--- config.mk ---
export PLATFORM = sky130hd
export DESIGN_NAME = ej5_bool_funcs
export DESIGN_NICKNAME = d
export VERILOG_FILES = /design/src/rtl/ej5_bool_funcs.sv
export SDC_FILE = /design/constraint.sdc
export NUM_CORES = 1
export LEC_CHECK = 0
export BUFFER_PORTS_ARGS = -buffer_cell sky130_fd_sc_hd__buf_4
export CORE_AREA = 2 2 39 41
export CTS_CLUSTER_DIAMETER = 150
export DETAILED_ROUTE_END_ITERATION = 7
export DIE_AREA = 0 0 41 43
export PLACE_DENSITY_LB_ADDON = 0.15
export SYNTH_ARGS = -nofsm -noshare
export SYNTH_HDL_FRONTEND = slang
export SYNTH_SLANG_ARGS = --single-unit
--- constraint.sdc ---
create_clock -name clk -period 0.8 [get_ports clk]
set_input_delay 0.04 -clock clk [delete_from_list [all_inputs] [get_ports clk]]
set_output_delay 0.04 -clock clk [all_outputs]
set_load 0.01 [all_outputs]
--- src/rtl/ej5_bool_funcs.sv ---
// ej5_bool_funcs: four fixed 3-input functions, as combinational SOP outputs
// and as NAND/NOR-only versions captured in flip-flops.
module ej5_bool_funcs (
    input  logic clk,
    input  logic reset,
    input  logic A,
    input  logic B,
    input  logic C,
    output logic f,
    output logic g,
    output logic h,
    output logic l,
    output logic fb,
    output logic gb,
    output logic hb,
    output logic lb
);
    function automatic logic nd(input logic a, input logic b);
        return ~(a & b);
    endfunction
    function automatic logic nr(input logic a, input logic b);
        return ~(a | b);
    endfunction
    function automatic logic xnd(input logic a, input logic b);
        logic t;
        t = nd(a, b);
        return nd(nd(a, t), nd(b, t));
    endfunction

    logic [3:0] bool_d, bool_q;
    logic       na, nb, nc;

    assign f = (A & B) | C;
    assign g = A ^ B ^ C;
    assign h = (A & B) | (A & C) | (B & C);
    assign l = (~A & ~B) | (A & C);

    // Gate-only forms: inverters are a NAND/NOR with both inputs tied together.
    always_comb begin
        na        = nd(A, A);
        nb        = nd(B, B);
        nc        = nd(C, C);
        bool_d[3] = nd(nd(A, B), nc);
        bool_d[2] = xnd(xnd(A, B), C);
        bool_d[1] = nd(nd(A, B), nd(C, nd(na, nb)));
        bool_d[0] = nr(nr(nr(A, B), nr(na, nc)), nr(nr(A, B), nr(na, nc)));
    end

    always_ff @(posedge clk or negedge reset) begin
        if (!reset) bool_q <= 4'b0000;
        else        bool_q <= bool_d;
    end

    assign {fb, gb, hb, lb} = bool_q;
endmodule

======== Word-level counts from Yosys, hierarchy flattened ========
Index checks and enable logic that the tools add are counted.
word-level totals
  register bits after elaboration ......... 4
  input port bits ......................... 5
  output and inout bits ................... 8
cells by class
  bitwise logic cells ..................... 40
operators with widths
  kind         number
  $not 1->1    17
  $and 1x1->1  14
  $or 1x1->1   7
  $xor 1x1->1  2

======== Depth between registers and ports, before layout ========
  depth in word-level cells ............... 12
  gate-level depth with buffers ........... 3

======== Worst setup path before layout ========
Ideal clock, no wire load.
  kind .................................... input to register
  start point ............................. input A
  end point ............................... register bool_q[2]
  library setup time ...................... 160 ps
  data arrival time ....................... 563 ps
  data required time ...................... 640 ps
  slack ................................... 77 ps
  stages .................................. 1
  buffers on the path ..................... 0
  cells stage by stage .................... fa_1
on the way
  longest elaborated chain between the ends .. 12
ends and longest elaborated chain
  element               RTL line  RTL
  from (decl)           6         input logic A,
  $and 1x1->1           19        return ~(a & b);
  $not 1->1             19
  $and 1x1->1           19
  $not 1->1             19
  $and 1x1->1 *         19
  $not 1->1 *           19
  $and 1x1->1           19
  $not 1->1             19
  $and 1x1->1           19
  $not 1->1             19
  $and 1x1->1 *         19
  $not 1->1 *           19
  to (signal assigned)  51        else bool_q <= bool_d;
  to (decl)             30        logic [3:0] bool_d, bool_q;
Every way passes the cells marked *; elsewhere a longest branch is shown, timed or not.

======== Worst setup path in the final report ========
  start point ............................. input C
  end point ............................... output g
on the way
  longest elaborated chain between the ends .. 1
ends and longest elaborated chain
  element      RTL line  RTL
  from (decl)  8         input logic C,
  $xor 1x1->1  34        assign g = A ^ B ^ C;
  to (decl)    10        output logic g,
No other way between the ends.

==> out/metrics.yaml <==
die_y_um: 43
largest_registers: "bool_q x4"
core.rowCount: 14
drt-pass1-iter-count: 1
routed-wl-met3_um: 40
max_slew.worst_pin.slew_ns: 0.0860
grt_remaining_overflow: 0
cts.path.max_buffers: 2
die_width_um: 41
insertedDiodeCount: 0
largest_reg_flops: 4
worst_setup_hold_path_clk_slew_ns: 0.03
met2_length_um: 165
detail_route.drc_violations: 0
netlist.area_leader.share_pct: 59.7
design.die.area_um2: 1760
layout.core_utilization_pct: 24.0
vdd.ir_drop.worst_uv: 446
drt-vias-per-instance: 3.16
place_inst: 40
cp_slowest_stage_delay_ns: 0.57
num_io_pins: 13
setup-tns-final_ns: -0.0501
yosysWarningCount: 0
worst_path_dominant_cell_family: "adder cells"
syn2layout_area_growth_pct: 97.8
maxUsedRoutingLayer: "met3"
synth_seq_area_share_pct: 59.7
fmax_mhz: 1180
power.leakage_nw: 0.172
postLayoutSetupSlackWorst_ns: -0.0501
gpl.final_weighted_congestion: 0.592
dpl_cell_area_um2: 285
numClockSinks: 4
worstSetupEndpointType: "output port"
grt_start_max_net_pins: 5
layout-drive-gt1-share_pct: 64.3
synthCells: 11
hold_viol: 0
drv.max_cap_violation_count: 0
timing.final.crit_share_pct: 106
clock_tree.root_cell: "clkbuf_4"
yosys_register_bits: 4
core_area_um2: 1380
worst-path-buf-inv: 2
path_max_fanout: 2
multi_input_comb_area_um2: 62.6
routedLengthMet1_um: 139
antenna_found_initial: 0
cts-buffers-inserted: 3
worstPathArrival_ns: 0.81
power_density_nw_per_um2: 1850
nature_of_the_critical_path_startpoint: "input pin"
vias: 139
post_synth_instance_area_um2: 168
fin_nets: 38
mostFrequentLayoutCells: "buf_4 (10), dfrtp_1 (4), clkbuf_4 (3), buf_6 (3)"
synth_cell_type_count: 6
rsz0062_at_grt: "yes"
min-delay-path-class: "input pin to register"
max_flop_register: "bool_q"
finalWirelength_um: 344
violations: "setup timing"
antenna_violating_nets_post_route: 0
most_common_library_cell_in_the_layout_ignoring_fill_and_taps: "buf_4"
post-route-cell-area_um2: 332
required_ns: 0.76
cts_htree_levels: 1
avgSynthCellArea_um2: 15.2
count_of_buffers_from_port_buffering: 12
grt_first_pass_wirelength_um: 489
worst_path_max_delay_cell: "fa_2"
report.final.setup_viol: 1
run_status: "finished with violations"
period_needed_ns: 0.850
count_of_pins_over_their_slew_limit: 0
final_cells: 44
n_fill_cell: 160
crit_top_cell: "buf_6"
wl_per_cell_um: 7.82
synth_nets: 19
grtUsageTotal_pct: 5.03
synth.top_cells.by_area: "dfrtp_1 (60%), ha_1 (15%), fa_1 (12%)"
floorplan.initialDensity_pct: 12.1
netlist.top_cell.by_area: "dfrtp_1"
critPathKind: "input pin to output port"
tritoncts_clock_tree: "yes"
timing.critical_path.cells: "buf_6, fa_2, buf_6"
worst_slew_margin_rel_pct: 94.3
detail_route.iter0.violations: 0
first_global_vias: 136
ff_latch_area_um2: 100
## through the flow
step	worst slack [ns]	total power (W)	hold slack, ns
after floorplan	0.0773	0.000274	-0.256
after global placement	-0.0863	0.000361	-0.163
after detailed placement	-0.0931	0.000363	-0.162
after CTS	-0.0582	0.000629	0.0719
after global routing	-0.0679	0.000661	0.0840
final	-0.0501	0.000612	0.0810
## final timing paths
kind,startpoint,endpoint,cells after the start
setup / recovery,C,g,3
hold / removal,A,bool_q[0]$_DFF_PN0_,2
max in group asynchronous,reset,bool_q[2]$_DFF_PN0_,2
min in group asynchronous,reset,bool_q[0]$_DFF_PN0_,2
## metal layers
| layer | global-route usage, % | up-vias |
|---|---|---|
| li1 | - | 68 |
| met2 | 5.63 | 10 |
| met3 | 1.57 | 0 |
| met5 | 0 | - |
| met1 | 4.53 | 61 |
| met4 | 10.0 | 0 |
## cell usage after synthesis
master and instances:
a21o_2 1, dfrtp_1 4, fa_1 1, ha_1 2
inv_1 2, or2_1 1
## cells by family (layout without fill, tap and decap cells)
group / after synthesis / after routing / synth area share [%]
buffers and inverters: 2 / 19 / 4.48
DFF: 4 / 4 / 59.7
adders and majority gates: 3 / 3 / 26.9
and+or+nand+nor: 1 / 1 / 3.73
AOI/OAI and AO/OA: 1 / 1 / 5.22
## layout make-up
class	instances	share of cell area, %
well taps	16	6.04
flip-flops and latches	4	30.2
repair buffers	14	35.8
clock buffers	3	6.79
inverters	2	2.26
multi-input cells	5	18.9
## power breakdown
| part | switching [W] | internal, W | leakage [nW] |
|---|---|---|---|
| Clock | 0.0000723 | 0.000167 | 0.0138 |
| Sequential | 0.00000422 | 0.000222 | 0.0463 |
| Combinational | 0.0000602 | 0.0000863 | 0.112 |
## repair_timing
action / in CTS / in global routing
setup buffers: 0 / 0
resized for setup: 3 / 1
endpoints found under the setup margin: 2 / 2
pin swaps: 1 / 0
endpoints found under the hold margin: 4 / 0
hold buffers: 1 / 0
(Power assumes the default switching activity.)
